<file path="config.mk">
export PLATFORM = sky130hd
export DESIGN_NAME = color_detect_udiv_32ns_16ns_seq
export DESIGN_NICKNAME = d
export VERILOG_FILES = /design/src/rtl/color_detect_udiv_32ns_16ns_seq_pkg.sv /design/src/rtl/color_detect_udiv_32ns_16ns_seq.sv
export SDC_FILE = /design/constraint.sdc
export NUM_CORES = 1
export LEC_CHECK = 0
export ABC_AREA = 1
export BUFFER_PORTS_ARGS = -buffer_cell sky130_fd_sc_hd__buf_2
export CAP_MARGIN = 20
export CORE_MARGIN = 2
export CORE_UTILIZATION = 40
export CTS_CLUSTER_DIAMETER = 80
export DETAILED_ROUTE_END_ITERATION = 8
export GPL_ROUTABILITY_DRIVEN = 0
export GPL_TIMING_DRIVEN = 0
export HOLD_SLACK_MARGIN = 0.02
export PLACE_DENSITY = 0.62
export SKIP_LAST_GASP = 1
export SYNTH_ARGS = -nofsm -noshare
export SYNTH_HDL_FRONTEND = slang
export SYNTH_SLANG_ARGS = --single-unit
</file>
<file path="constraint.sdc">
create_clock -name clk -period 5.25 [get_ports clk]
set_clock_uncertainty 0.15 [all_clocks]
set_input_delay 1.575 -clock clk [delete_from_list [all_inputs] [get_ports clk]]
set_output_delay 1.575 -clock clk [all_outputs]
set_load 0.01 [all_outputs]
</file>
<file path="src/rtl/color_detect_udiv_32ns_16ns_seq_pkg.sv">
// Shared accelerator package: divider FSM encoding and constants.
//   div_state_e   : IDLE / BUSY / DONE state encoding
//   ITER_COUNT    : quotient bits produced, one per enabled cycle
//   CNT_W         : iteration counter width
//   DIV_ZERO_QUOT : quotient reported for a zero divisor
package color_detect_udiv_32ns_16ns_seq_pkg;

  typedef enum logic [1:0] {
    ST_IDLE = 2'd0,
    ST_BUSY = 2'd1,
    ST_DONE = 2'd2
  } div_state_e;

  localparam int          ITER_COUNT    = 32;
  localparam int          CNT_W         = $clog2(ITER_COUNT);
  localparam logic [31:0] DIV_ZERO_QUOT = 32'hFFFF_FFFF;

endpackage

</file>
<file path="src/rtl/color_detect_udiv_32ns_16ns_seq.sv">
// Iterative restoring divider, 32-bit dividend / 16-bit divisor, unsigned.
// One quotient bit per enabled cycle, MSB first; 32 iterations per divide.
// Ports:
//   clk      : clock, rising edge
//   reset    : asynchronous active-low reset
//   ce       : clock enable, all state holds while low
//   start    : begin a divide (accepted only while ready)
//   din0     : dividend
//   din1     : divisor
//   ready    : high in IDLE
//   done     : high for one enabled cycle when the result is valid
//   quot     : quotient
//   rem      : remainder
//   div_zero : set with done when the divisor was 0
module color_detect_udiv_32ns_16ns_seq
  import color_detect_udiv_32ns_16ns_seq_pkg::*;
#(
  parameter logic [31:0] ID         = 32'd1,
  parameter int          din0_WIDTH = 32,
  parameter int          din1_WIDTH = 16
) (
  input  logic                  clk,
  input  logic                  reset,
  input  logic                  ce,
  input  logic                  start,
  input  logic [din0_WIDTH-1:0] din0,
  input  logic [din1_WIDTH-1:0] din1,
  output logic                  ready,
  output logic                  done,
  output logic [din0_WIDTH-1:0] quot,
  output logic [din1_WIDTH-1:0] rem,
  output logic                  div_zero
);

  div_state_e state_q, state_d;

  // Working registers: dvd_q shifts the dividend out of its MSB while the
  // quotient bits shift in at the LSB, so it ends up holding the quotient.
  logic [CNT_W-1:0]      cnt_q,  cnt_d;
  logic [din0_WIDTH-1:0] dvd_q,  dvd_d;
  logic [din1_WIDTH-1:0] dvs_q,  dvs_d;
  logic [din1_WIDTH-1:0] prem_q, prem_d;

  // Visible results live in separate registers so partial values never show.
  logic [din0_WIDTH-1:0] quot_q, quot_d;
  logic [din1_WIDTH-1:0] rem_q,  rem_d;
  logic                  dz_q,   dz_d;

  logic                  accept;
  logic                  last_iter;
  logic [din1_WIDTH:0]   partial;
  logic [din1_WIDTH:0]   diff;
  logic                  qbit;
  logic [din1_WIDTH-1:0] prem_nx;
  logic [din0_WIDTH-1:0] dvd_nx;

  assign accept    = ce && start && (state_q == ST_IDLE);
  assign last_iter = (cnt_q == CNT_W'(ITER_COUNT - 1));

  // One restoring step; the remainder after subtraction is always below
  // the divisor, so dropping the 17th bit is lossless.
  always_comb begin
    partial = {prem_q, dvd_q[din0_WIDTH-1]};
    diff    = partial - {1'b0, dvs_q};
    qbit    = (partial >= {1'b0, dvs_q});
    prem_nx = qbit ? diff[din1_WIDTH-1:0] : partial[din1_WIDTH-1:0];
    dvd_nx  = {dvd_q[din0_WIDTH-2:0], qbit};
  end

  // State register
  always_ff @(posedge clk or negedge reset) begin
    if (!reset) state_q <= ST_IDLE;
    else        state_q <= state_d;
  end

  // Next-state logic
  always_comb begin
    state_d = state_q;
    if (ce) begin
      unique case (state_q)
        ST_IDLE: if (start) state_d = (din1 == '0) ? ST_DONE : ST_BUSY;
        ST_BUSY: if (last_iter) state_d = ST_DONE;
        ST_DONE: state_d = ST_IDLE;
        default: state_d = ST_IDLE;
      endcase
    end
  end

  // Output logic
  always_comb begin
    ready = (state_q == ST_IDLE);
    done  = (state_q == ST_DONE);
  end

  // Datapath next-state
  always_comb begin
    cnt_d  = cnt_q;
    dvd_d  = dvd_q;
    dvs_d  = dvs_q;
    prem_d = prem_q;
    quot_d = quot_q;
    rem_d  = rem_q;
    dz_d   = dz_q;
    if (accept) begin
      cnt_d  = '0;
      dvd_d  = din0;
      dvs_d  = din1;
      prem_d = '0;
      if (din1 == '0) begin
        quot_d = DIV_ZERO_QUOT;
        rem_d  = din0[din1_WIDTH-1:0];
        dz_d   = 1'b1;
      end
    end else if (ce && state_q == ST_BUSY) begin
      cnt_d  = cnt_q + 1'b1;
      dvd_d  = dvd_nx;
      prem_d = prem_nx;
      if (last_iter) begin
        quot_d = dvd_nx;
        rem_d  = prem_nx;
        dz_d   = 1'b0;
      end
    end
  end

  always_ff @(posedge clk or negedge reset) begin
    if (!reset) begin
      cnt_q  <= '0;
      dvd_q  <= '0;
      dvs_q  <= '0;
      prem_q <= '0;
      quot_q <= '0;
      rem_q  <= '0;
      dz_q   <= 1'b0;
    end else begin
      cnt_q  <= cnt_d;
      dvd_q  <= dvd_d;
      dvs_q  <= dvs_d;
      prem_q <= prem_d;
      quot_q <= quot_d;
      rem_q  <= rem_d;
      dz_q   <= dz_d;
    end
  end

  assign quot     = quot_q;
  assign rem      = rem_q;
  assign div_zero = dz_q;

endmodule

</file>
* Word-level counts from Yosys, hierarchy flattened
Index checks and enable logic that the tools add are counted.
** Storage, ports and cells
- Register bits after elaboration :: 120
- Bits of input ports :: 52
- Output and inout bits :: 51
- Logic and storage cells :: 49
** Operators by class
- Add/subtract/negate cells :: 2
- $lt $le $gt $ge :: 1
- Eq/ne operators :: 6
- Muxes and demuxes :: 23
- Reduce and logical (&&, ||, !) cells :: 9
** Operators by type and width (number)
- $mux W32 :: 6
- $mux W16 :: 7
- $ge A17 B16 Y1 :: 1
- $logic_not A16 Y1 :: 1
- $sub A16 B16 Y16 :: 1
- $mux W5 :: 2
- $mux W2 :: 3
- $reduce_and A3 Y1 :: 2
- $add A5 B1 Y5 const B :: 1
- $eq A5 B5 Y1 const B :: 1
- $mux W1 :: 4
- $ne A2 B2 Y1 const B :: 2
- $pmux W2 S2 :: 1
- $reduce_bool A2 Y1 :: 2
- $logic_and A1 B1 Y1 :: 3
- $eq A2 B1 Y1 const B :: 1
- $eq A2 B2 Y1 const B :: 1
- $logic_not A2 Y1 :: 1
- $ne A2 B1 Y1 const B :: 1

* Longest topological paths before layout
Gate-level depths: netlist of run 1.
- Depth in word-level cells :: 5
- Depth in mapped cells :: 16

* Least setup slack after synthesis of run 1
OpenSTA, ideal clock, no wires.
- Path kind :: in2reg
- Start :: in din1[0]
- End :: reg rem_q[13] (netlist: rem[13])
- Arrival :: 2.563 ns
- Data required time :: 4.987 ns
- Setup slack :: 2.424 ns
- Stages :: 12
- Path buffers :: 2
- Cells stage by stage :: inv_1 > nand4_1 > nor2_1 > nand2_1 > nand2_1 > nand3_1 > buf_4 > buf_2 > nor2_1 > nand3_1 > nand2_1 > inv_1
** On the way
- Longest elaborated chain between the ends :: 3
** RTL lines
- start: declaration :: RTL line color_detect_udiv_32ns_16ns_seq.sv:27 : input logic [din1_WIDTH-1:0] din1,
- $logic_not A16 Y1 :: RTL line color_detect_udiv_32ns_16ns_seq.sv:109 : if (din1 == '0) begin
- $ne A2 B1 Y1 (no source line)
- $reduce_and A3 Y1 (no source line)
- end signal: assignment :: RTL line color_detect_udiv_32ns_16ns_seq.sv:141 : rem_q <= rem_d;
- end: declaration :: RTL line color_detect_udiv_32ns_16ns_seq.sv:46 : logic [din1_WIDTH-1:0] rem_q, rem_d;
No other way between the ends.
A chain may end at the register's enable or synchronous reset.

* Final worst setup path of run 1
- Start :: reg state_q[0]
- End :: out ready
** On the way
- Longest elaborated chain between the ends :: 1
** RTL lines
- start: declaration :: RTL line color_detect_udiv_32ns_16ns_seq.sv:35 : div_state_e state_q, state_d;
- start signal: assignment :: RTL line color_detect_udiv_32ns_16ns_seq.sv:73 : else state_q <= state_d;
- $logic_not A2 Y1 :: RTL line color_detect_udiv_32ns_16ns_seq.sv:91 : ready = (state_q == ST_IDLE);
- end: declaration :: RTL line color_detect_udiv_32ns_16ns_seq.sv:28 : output logic ready,
No other way between the ends.

==> impl_results.html, run 1 <==
<table>
<tr><th>Metric</th><th>Value</th></tr>
<tr><th colspan="2">Status</th></tr>
<tr><td>Status</td><td>complete, no violations</td></tr>
<tr><th colspan="2">Setup path</th></tr>
<tr><td>Critical path data arrival time</td><td>1180 ps</td></tr>
<tr><td>Maximum fanout count along the critical path</td><td>5</td></tr>
<tr><td>Type of element capturing the critical path</td><td>primary output</td></tr>
<tr><td>Data required time at the worst endpoint</td><td>3530 ps</td></tr>
<tr><td>Critical path class</td><td>reg2out</td></tr>
<tr><td>Startpoint types</td><td>register</td></tr>
<tr><th colspan="2">Yosys</th></tr>
<tr><td>Register area share after synthesis</td><td>46.03%</td></tr>
<tr><td>Number of enable-type register cells in the synthesized netlist</td><td>0</td></tr>
<tr><td>Count of mapped cells out of synthesis</td><td>855</td></tr>
<tr><td>Area of the mapped netlist</td><td>6524 sq um</td></tr>
<tr><td>Number of different library cells in the post-synthesis netlist</td><td>35</td></tr>
<tr><td>Predominant post-synthesis flop cell</td><td>dfrtp_1</td></tr>
<tr><td>Total of warnings raised by yosys</td><td>0</td></tr>
<tr><td>Proportion of register bits with asynchronous set or reset after synthesis</td><td>100.0%</td></tr>
<tr><td>Number of synthesized register bits</td><td>120</td></tr>
<tr><td>Main area contributors after synthesis</td><td>dfrtp_1 46%, nand2_1 14%, inv_1 7.8%, nor2_1 3.9%, o21ai_0 3.8%</td></tr>
<tr><td>Leading area contributor after synthesis</td><td>dfrtp_1</td></tr>
<tr><td>Post-Synthesis Mean Instance Area</td><td>7.630 sq um</td></tr>
<tr><td>Net count of the mapped netlist</td><td>926</td></tr>
<tr><td>Fraction of synthesized cell area taken by the top area cell type</td><td>46.03%</td></tr>
<tr><th colspan="2">Global routing</th></tr>
<tr><td>Antenna violations before repair</td><td>0</td></tr>
<tr><td>Wire length of the first global-routing pass</td><td>28480 microns</td></tr>
<tr><td>Global route overflow</td><td>0</td></tr>
<tr><td>Maximum number of pins on one net before global-route repair</td><td>89</td></tr>
<tr><td>Overall global routing resource usage</td><td>20.83%</td></tr>
<tr><td>Number of global-route vias before repair</td><td>5616</td></tr>
<tr><th colspan="2">CTS</th></tr>
<tr><td>Clock network latency to the later pin of the worst-skew pair</td><td>430 ps</td></tr>
<tr><td>Post-CTS clock slew at the launch and capture registers of the worst setup and hold paths</td><td>60 ps</td></tr>
<tr><td>Inserted Clock Buffers</td><td>17</td></tr>
<tr><td>Post-CTS Setup Repair Bufs</td><td>0</td></tr>
<tr><td>Number of gates given a new drive strength after cts</td><td>0</td></tr>
<tr><td>Clock tree sinks</td><td>120</td></tr>
<tr><td>Worst-case clock buffer depth</td><td>2</td></tr>
<tr><td>Number of hold buffers added after CTS</td><td>0</td></tr>
<tr><td>Clock tree from TritonCTS</td><td>yes</td></tr>
<tr><td>Number of levels the H-tree was split into</td><td>4</td></tr>
<tr><td>Root cell of the clock tree</td><td>clkbuf_16</td></tr>
<tr><th colspan="2">STA</th></tr>
<tr><td>Count of endpoints failing setup in the final report</td><td>0</td></tr>
<tr><td>Final count of hold timing violations</td><td>0</td></tr>
<tr><td>Final period utilization</td><td>55.37%</td></tr>
<tr><td>Worst slew margin</td><td>65.60%</td></tr>
<tr><td>Final slew viol count</td><td>0</td></tr>
<tr><td>Upper clock frequency limit</td><td>344.0 MHz</td></tr>
<tr><td>Slew at the pin closest to its max-slew limit</td><td>515.9 ps</td></tr>
<tr><td>Final critical path time including I/O delays and setup</td><td>2907 ps</td></tr>
<tr><td>Setup Total Neg Slack</td><td>0 ps</td></tr>
<tr><td>WHS</td><td>331.8 ps</td></tr>
<tr><td>Unrepaired setup endpoints after global routing</td><td>no</td></tr>
<tr><th colspan="2">Floorplan</th></tr>
<tr><td>Placeable core area</td><td>15890 sq um</td></tr>
<tr><td>Width of the die</td><td>131.7 microns</td></tr>
<tr><td>Effective utilization at floorplan</td><td>41.07%</td></tr>
<tr><td>Area enclosed by the die boundary</td><td>17350 sq um</td></tr>
<tr><td>Row Count</td><td>46</td></tr>
<tr><td>I/O pin count</td><td>103</td></tr>
<tr><td>Die span in y</td><td>131.7 microns</td></tr>
<tr><th colspan="2">Hold path</th></tr>
<tr><td>Class of the tightest hold or removal check</td><td>reg2reg</td></tr>
<tr><th colspan="2">Power and ir drop</th></tr>
<tr><td>Final Total Pwr</td><td>0.005137 W</td></tr>
<tr><td>Largest vdd supply drop</td><td>0.0003042 V</td></tr>
<tr><td>Static power due to leakage</td><td>4.236 nW</td></tr>
<tr><td>Pwr Density</td><td>646.1 nW/um^2</td></tr>
<tr><th colspan="2">Route</th></tr>
<tr><td>Drt initial violations</td><td>411</td></tr>
<tr><td>Via Count</td><td>5805</td></tr>
<tr><td>Routed wire length</td><td>17270 microns</td></tr>
<tr><td>Number of routed nets with antenna violations</td><td>0</td></tr>
<tr><td>Number of vias per cell after detailed routing</td><td>4.813</td></tr>
<tr><td>Wirelength per Cell</td><td>14.32 microns</td></tr>
<tr><td>DRC Markers</td><td>0</td></tr>
<tr><td>Pre-antenna DRT Iters</td><td>5</td></tr>
<tr><th colspan="2">Final layout</th></tr>
<tr><td>Antenna cell count</td><td>0</td></tr>
<tr><td>Filler Cells Inserted</td><td>1644</td></tr>
<tr><td>Final non-filler cell area</td><td>7951 sq um</td></tr>
<tr><td>Fraction of layout cells with a size suffix above 1</td><td>18.69%</td></tr>
<tr><td>Area growth, synth to finish</td><td>21.88%</td></tr>
<tr><td>Share of the core filled with cells in the final layout</td><td>50.06%</td></tr>
<tr><td>Number of nets in the layout</td><td>1048</td></tr>
<tr><th colspan="2">Placed design</th></tr>
<tr><td>Area after DPL</td><td>7338 sq um</td></tr>
<tr><td>Number of port buffers</td><td>102</td></tr>
<tr><td>Post-DP HPWL</td><td>12900 microns</td></tr>
<tr><th colspan="2">Flow run</th></tr>
<tr><td>Max-cap check violation count</td><td>0</td></tr>
</table>
==> path summary, 6_finish.rpt <==
check	slack (ps)	cells past startpoint	endpoint	startpoint
min in group asynchronous	880	1	quot[7]	reset
min reg2reg	330	2	dvs_q[4]	dvs_q[4]
max	2340	2	ready	state_q[0]
max reg2reg	2890	13	rem[13]	prem_q[11]
max in group asynchronous	3340	2	prem_q[2]	reset
min	330	2	dvs_q[4]	dvs_q[4]
==> cells by family after synthesis <==
group / after synthesis / share of synthesized area [%]
flops: 120 / 46.03
xor+xnor: 9 / 1.208
buf+inv: 180 / 10.97
compound gates: 111 / 9.609
fa+ha+maj: 19 / 3.759
simple gates: 416 / 28.42
==> power breakdown <==
| part | leakage (nW) | switching [W] | internal [W] | total (W) |
|---|---|---|---|---|
| Clock | 0.291 | 0.000453 | 0.000764 | 0.00122 |
| Sequential | 1.38 | 0.000179 | 0.00123 | 0.00141 |
| Combinational | 2.56 | 0.00162 | 0.000889 | 0.00251 |
==> metal layers <==
metal	GRT usage (%)	routed length, microns
met1	28.65	8246
met3	4.167	862
met2	32.32	7769
met4	8.454	389
met5	0	0
==> through the flow <==
step	setup WS [ps]	instances
after floorplan	2424	855
after global placement	859.1	1173
after detailed placement	1908	1174
after CTS	2338	1206
after global routing	2160	1206
final	2343	1206
==> cell type report <==
| class | instances | area [sq um] | share of cell area [%] |
|---|---|---|---|
| plain buffers | 35 | 171.4 | 2.156 |
| multi-input cells | 555 | 2805 | 35.28 |
| flip-flops and latches | 120 | 3003 | 37.77 |
| clock inverters | 13 | 170.2 | 2.140 |
| clock buffers | 19 | 442.9 | 5.570 |
| inverters | 145 | 544.3 | 6.845 |
| repair buffers | 103 | 544.3 | 6.845 |
| well taps | 216 | 270.3 | 3.399 |
==> synthesized netlist by cell type (2+ instances only) <==
library cell	number
inv_2	9
nor2_2	4
and2_1	3
or2_2	2
nor2_4	2
nand4_1	24
xor2_1	8
dfrtp_1	120
o21ai_1	2
nor2_1	68
a21oi_1	39
nand3_2	13
buf_2	16
a22o_1	2
inv_1	135
ha_1	18
o21ai_0	50
or2_0	16
buf_1	3
nand3_1	39
o221ai_1	15
clkbuf_1	14
nand2_1	241
==> worst max-delay path, stage by stage (launching register included) <==
cell     delay, ps
dfrtp_1        450
nor2_2         150
buf_2          160
==> cell usage in the layout, fill, tap and decap left out, drive strengths merged, types with 24 or more instances in the layout <==
cell    synthesis  final
nand2         243    243
inv           144    147
buf            21    124
dfrtp         120    120
nor2           74     74
nand3          53     53
o21ai          52     52
a21oi          39     39
clkbuf         14     33
nand4          24     24
==> state kept, by name, summed over array words and instances (netlist names) <==
register  cells
dvd_q        32
prem_q       16
quot         32
rem          16
cnt_q         5
dvs_q        16
div_zero      1
state_q       2
Power figures use the tool's default switching activity.
==> run 2: changes to the inputs <==
--- a/config.mk
+++ b/config.mk
@@ -5,7 +5,7 @@
 export SDC_FILE = /design/constraint.sdc
 export NUM_CORES = 1
 export LEC_CHECK = 0
-export ABC_AREA = 1
+export ABC_AREA = 0
 export BUFFER_PORTS_ARGS = -buffer_cell sky130_fd_sc_hd__buf_2
 export CAP_MARGIN = 20
 export CORE_MARGIN = 2
==> constraint.sdc (replaced) <==
create_clock -name clk -period 2.8 [get_ports clk]
set_clock_uncertainty 0.15 [all_clocks]
set_input_delay 0.84 -clock clk [delete_from_list [all_inputs] [get_ports clk]]
set_output_delay 0.84 -clock clk [all_outputs]
set_load 0.01 [all_outputs]
==> run 2 against run 1 <==
  * Synthesized cell count decreased by 28%
  * First-iteration DRC count decreased by 11%
  * Clock power increased by 74%
  * Combinational power increased by 91%
  * Hold slack got worse by 160 ps
  * Final area decreased by 4.9%
  * Critical endpoint is now prem_q[10]
  * Critical path depth increased by 7
  * Core utilization increased by 1.8 points
  * Clock-buffer cell count increased by 7
==> impl_results.html, run 2 <==
<table>
<tr><th>Metric</th><th>Value</th></tr>
<tr><th colspan="2">Setup path</th></tr>
<tr><td>Cell repeated most along the worst path</td><td>buf_4</td></tr>
<tr><td>Setup slack, reg-to-reg</td><td>40 ps (was 2890 ps)</td></tr>
<tr><td>Critical path data arrival time</td><td>2890 ps (was 1180 ps)</td></tr>
<tr><td>Critical path class</td><td>reg2reg (was reg2out)</td></tr>
<tr><td>CP top delay family</td><td>simple AND/OR/NAND/NOR gates (was flip-flops)</td></tr>
<tr><td>Crit-path max cell delay</td><td>440 ps (was 450 ps)</td></tr>
<tr><td>Data required time at the worst endpoint</td><td>2930 ps (was 3530 ps)</td></tr>
<tr><td>Cell with the largest stage delay on the worst path</td><td>dfrtp_1 (unchanged)</td></tr>
<tr><td>Startpoint types</td><td>register (unchanged)</td></tr>
<tr><td>Maximum fanout count along the critical path</td><td>10 (was 5)</td></tr>
<tr><td>Type of element capturing the critical path</td><td>register (was primary output)</td></tr>
<tr><td>Origin of the critical flop-to-flop path</td><td>prem_q[10] (was prem_q[11])</td></tr>
<tr><td>Worst Path Buf+Inv</td><td>2 (was 1)</td></tr>
<tr><td>Timing startpoint of the critical path</td><td>prem_q[10] (was state_q[0])</td></tr>
<tr><td>Cell breakdown of the critical path</td><td>ha_1 -&gt; buf_4 -&gt; nand4_1 -&gt; nor4_4 -&gt; o31ai_4 -&gt; a31oi_4 -&gt; buf_4 -&gt; mux2i_2 -&gt; a21oi_1 (was nor2_2 -&gt; buf_2)</td></tr>
<tr><th colspan="2">STA</th></tr>
<tr><td>Final slew viol count</td><td>0 (unchanged)</td></tr>
<tr><td>Worst slew margin</td><td>49.09% (was 65.60%)</td></tr>
<tr><td>Unrepaired setup endpoints after global routing</td><td>yes (was no)</td></tr>
<tr><td>Setup Total Neg Slack</td><td>0 ps (unchanged)</td></tr>
<tr><td>Slew at the pin closest to its max-slew limit</td><td>760.8 ps (was 515.9 ps)</td></tr>
<tr><td>Final critical path time including I/O delays and setup</td><td>2763 ps</td></tr>
<tr><td>Count of endpoints failing setup in the final report</td><td>0 (unchanged)</td></tr>
<tr><td>Final count of hold timing violations</td><td>0 (unchanged)</td></tr>
<tr><td>Final period utilization</td><td>98.66%</td></tr>
<tr><td>Upper clock frequency limit</td><td>362.0 MHz</td></tr>
<tr><th colspan="2">Yosys</th></tr>
<tr><td>Fraction of synthesized cell area taken by the top area cell type</td><td>49.96% (was 46.03%)</td></tr>
<tr><td>Post-Synthesis Mean Instance Area</td><td>9.710 sq um (was 7.630 sq um)</td></tr>
<tr><td>Predominant post-synthesis flop cell</td><td>dfrtp_1 (unchanged)</td></tr>
<tr><td>Leading area contributor after synthesis</td><td>dfrtp_1 (unchanged)</td></tr>
<tr><td>Count of mapped cells out of synthesis</td><td>619 (was 855)</td></tr>
<tr><td>Proportion of register bits with asynchronous set or reset after synthesis</td><td>100.0% (unchanged)</td></tr>
<tr><td>Net count of the mapped netlist</td><td>690 (was 926)</td></tr>
<tr><td>Number of synthesized register bits</td><td>120 (unchanged)</td></tr>
<tr><td>Top post-synthesis cells by count</td><td>120 x dfrtp_1, 97 x nand2_1, 58 x o21ai_0 (was 241 x nand2_1, 135 x inv_1, 120 x dfrtp_1)</td></tr>
<tr><td>Area of the mapped netlist</td><td>6011 sq um (was 6524 sq um)</td></tr>
<tr><td>Main area contributors after synthesis</td><td>dfrtp_1 50%, nand2_1 6.1%, o21ai_0 4.8%, o22a_1 4.5%, ha_1 3.7% (was dfrtp_1 46%, nand2_1 14%, inv_1 7.8%, nor2_1 3.9%, o21ai_0 3.8%)</td></tr>
<tr><td>Number of different library cells in the post-synthesis netlist</td><td>58 (was 35)</td></tr>
<tr><td>Top-count cell post-synth</td><td>dfrtp_1 (was nand2_1)</td></tr>
<tr><td>Total of warnings raised by yosys</td><td>0 (unchanged)</td></tr>
<tr><td>Register area share after synthesis</td><td>49.96% (was 46.03%)</td></tr>
<tr><td>Number of enable-type register cells in the synthesized netlist</td><td>0 (unchanged)</td></tr>
<tr><th colspan="2">CTS</th></tr>
<tr><td>Number of hold buffers added after CTS</td><td>0 (unchanged)</td></tr>
<tr><td>Clock network latency to the later pin of the worst-skew pair</td><td>430 ps (about the same)</td></tr>
<tr><td>Worst-case clock buffer depth</td><td>2 (unchanged)</td></tr>
<tr><td>Clock tree sinks</td><td>120 (unchanged)</td></tr>
<tr><td>Number of levels the H-tree was split into</td><td>4 (unchanged)</td></tr>
<tr><td>Inserted Clock Buffers</td><td>17 (unchanged)</td></tr>
<tr><td>Post-CTS clock slew at the launch and capture registers of the worst setup and hold paths</td><td>60 ps (about the same)</td></tr>
<tr><td>Root cell of the clock tree</td><td>clkbuf_16 (unchanged)</td></tr>
<tr><td>Clock tree from TritonCTS</td><td>yes (unchanged)</td></tr>
<tr><th colspan="2">Floorplan</th></tr>
<tr><td>Width of the die</td><td>126.6 microns (was 131.7 microns)</td></tr>
<tr><td>Area enclosed by the die boundary</td><td>16020 sq um (was 17350 sq um)</td></tr>
<tr><td>Row Count</td><td>44 (was 46)</td></tr>
<tr><td>I/O pin count</td><td>103 (unchanged)</td></tr>
<tr><td>Placeable core area</td><td>14590 sq um (was 15890 sq um)</td></tr>
<tr><td>Die span in y</td><td>126.6 microns (was 131.7 microns)</td></tr>
<tr><td>Effective utilization at floorplan</td><td>41.20% (was 41.07%)</td></tr>
<tr><th colspan="2">Final layout</th></tr>
<tr><td>Final non-filler cell area</td><td>7562 sq um (was 7951 sq um)</td></tr>
<tr><td>Antenna cell count</td><td>0 (unchanged)</td></tr>
<tr><td>Final std cells w/o fill</td><td>944 (was 1206)</td></tr>
<tr><td>Area used by multi-input combinational logic</td><td>2893 sq um (was 2805 sq um)</td></tr>
<tr><td>Fraction of layout cells with a size suffix above 1</td><td>23.95% (was 18.69%)</td></tr>
<tr><td>Area growth, synth to finish</td><td>25.81% (was 21.88%)</td></tr>
<tr><td>Most frequent standard cell in the layout excluding fill and tap cells</td><td>dfrtp_1 (was nand2_1)</td></tr>
<tr><td>Number of nets in the layout</td><td>818 (was 1048)</td></tr>
<tr><td>Share of the core filled with cells in the final layout</td><td>51.84% (was 50.06%)</td></tr>
<tr><td>Storage element area</td><td>3003 sq um (unchanged)</td></tr>
<tr><td>Filler Cells Inserted</td><td>1324 (was 1644)</td></tr>
<tr><td>Commonest cells after routing, fill and taps aside</td><td>120 x dfrtp_1, 108 x buf_2, 96 x nand2_1 (was 241 x nand2_1, 135 x inv_1, 120 x dfrtp_1)</td></tr>
<tr><th colspan="2">Global routing</th></tr>
<tr><td>Maximum number of pins on one net before global-route repair</td><td>82 (was 89)</td></tr>
<tr><td>Overall global routing resource usage</td><td>22.74% (was 20.83%)</td></tr>
<tr><td>Number of global-route vias before repair</td><td>5483 (was 5616)</td></tr>
<tr><td>Wire length of the first global-routing pass</td><td>28450 microns (was 28480 microns)</td></tr>
<tr><td>Global route overflow</td><td>0 (unchanged)</td></tr>
<tr><td>Antenna violations before repair</td><td>0 (unchanged)</td></tr>
<tr><th colspan="2">Power and ir drop</th></tr>
<tr><td>Gate power share</td><td>49.9% (was 48.9%)</td></tr>
<tr><td>Final Total Pwr</td><td>0.009613 W (was 0.005137 W)</td></tr>
<tr><td>Switching share of power</td><td>41.90% (was 43.88%)</td></tr>
<tr><td>Pwr Density</td><td>1271 nW/um^2 (was 646.1 nW/um^2)</td></tr>
<tr><td>Largest vdd supply drop</td><td>0.0007203 V (was 0.0003042 V)</td></tr>
<tr><td>Reg power frac</td><td>28.1% (was 27.4%)</td></tr>
<tr><td>Part of the power in the clock network</td><td>22.0% (was 23.7%)</td></tr>
<tr><td>Psw</td><td>0.004028 W (was 0.002254 W)</td></tr>
<tr><td>Static power due to leakage</td><td>3.589 nW (was 4.236 nW)</td></tr>
<tr><td>Internal portion of total power</td><td>0.005585 W (was 0.002883 W)</td></tr>
<tr><th colspan="2">Placed design</th></tr>
<tr><td>Number of port buffers</td><td>102 (unchanged)</td></tr>
<tr><td>Area after DPL</td><td>6785 sq um (was 7338 sq um)</td></tr>
<tr><td>Post-DP HPWL</td><td>12940 microns (was 12900 microns)</td></tr>
<tr><td>Cell count after placement</td><td>906 (was 1174)</td></tr>
<tr><th colspan="2">Route</th></tr>
<tr><td>Drt initial violations</td><td>366 (was 411)</td></tr>
<tr><td>Number of vias per cell after detailed routing</td><td>5.763 (was 4.813)</td></tr>
<tr><td>Wirelength per Cell</td><td>19.02 microns (was 14.32 microns)</td></tr>
<tr><td>DRC Markers</td><td>0 (unchanged)</td></tr>
<tr><td>Via Count</td><td>5440 (was 5805)</td></tr>
<tr><td>Routed wire length</td><td>17960 microns (was 17270 microns)</td></tr>
<tr><td>Pre-antenna DRT Iters</td><td>5 (unchanged)</td></tr>
<tr><td>Number of routed nets with antenna violations</td><td>0 (unchanged)</td></tr>
<tr><th colspan="2">Flow run</th></tr>
<tr><td>Max-cap check violation count</td><td>0 (unchanged)</td></tr>
<tr><th colspan="2">Hold path</th></tr>
<tr><td>Class of the tightest hold or removal check</td><td>in2async (was reg2reg)</td></tr>
<tr><th colspan="2">Status</th></tr>
<tr><td>Status</td><td>complete, no violations (unchanged)</td></tr>
</table>
-- run 2: cell types whose count changed in the layout (fill, tap and decap cells not counted), sizes merged, moves of 18 or more --
| cell | delta |
|---|---|
| o22a | +31 |
| inv | -125 |
| clkbuf | +18 |
| nand4 | -19 |
| nor2 | -45 |
| a22oi | +29 |
| nand3 | -42 |
| nand2 | -146 |
-- run 2: metal layers --
layer	GRT usage, %	vias to the layer above	routed length, microns
met3	5.694	36	992
met2	37.21	165	8697
li1	-	2514	-
met5	0	-	0
met1	29.04	2725	7789
met4	8.985	0	476
-- run 2: power groups by stage --
| stage | sequential (W) | combinational (W) | clock, W |
|---|---|---|---|
| detailed placement | 0.00270 | 0.00407 | 0 |
| global placement | 0.00268 | 0.00395 | 0 |
| finish | 0.00270 | 0.00479 | 0.00212 |
| global route | 0.00276 | 0.00521 | 0.00222 |
| CTS | 0.00267 | 0.00425 | 0.00215 |
| floorplan | 0.00259 | 0.00303 | 0 |
-- run 2: logic make-up after synthesis --
group	after synthesis	share of synthesized area, %
muxes	14	2.456
buffers and inverters	62	4.392
DFF	120	49.96
adders and majority gates	19	4.080
and+or+nand+nor	181	13.66
xor gates and xnor gates	11	1.603
AOI/OAI and AO/OA	212	23.86
-- run 2: worst register-to-register path, stage by stage (launching register included) --
cell and delay (ps):
dfrtp_1 440, ha_1 300, buf_4 160, nand4_1 180
nor4_4 370, o31ai_4 160, a31oi_4 250, buf_4 160
mux2i_2 330, a21oi_1 120
-- run 2: cell type report --
cell class,count,area share [%]
multi-input cells,437,38.25
repair buffers,109,7.842
well taps,184,3.044
inverters,22,1.092
plain buffers,40,2.482
clock buffers,26,6.734
flip-flops and latches,120,39.71
clock inverters,6,0.8438
-- run 2: path summary, 6_finish.rpt --
check / end / cells after the start
min in group clk: div_zero / 2
worst max-delay path: prem_q[10] / 9
worst max register to register: prem_q[10] / 9
worst min register to register: div_zero / 2
max in group asynchronous: dvs_q[14] / 2
worst min-delay path: dvd_q[4] / 1
-- run 2: timing repair --
item,4_1_cts,5_1_grt
buffers inserted,4,2
pin swaps,4,6
resized for setup,6,29
endpoints found under the setup margin,30,55
-- run 2: through the flow --
step / worst slack (ps) / hold slack (ps)
after global routing: -39.53 / 186.5
after detailed placement: -503.2 / 320.8
after floorplan: 266.7 / 299.7
after CTS: 50.70 / 167.0
final: 37.48 / 168.1
after global placement: -738.0 / 315.0
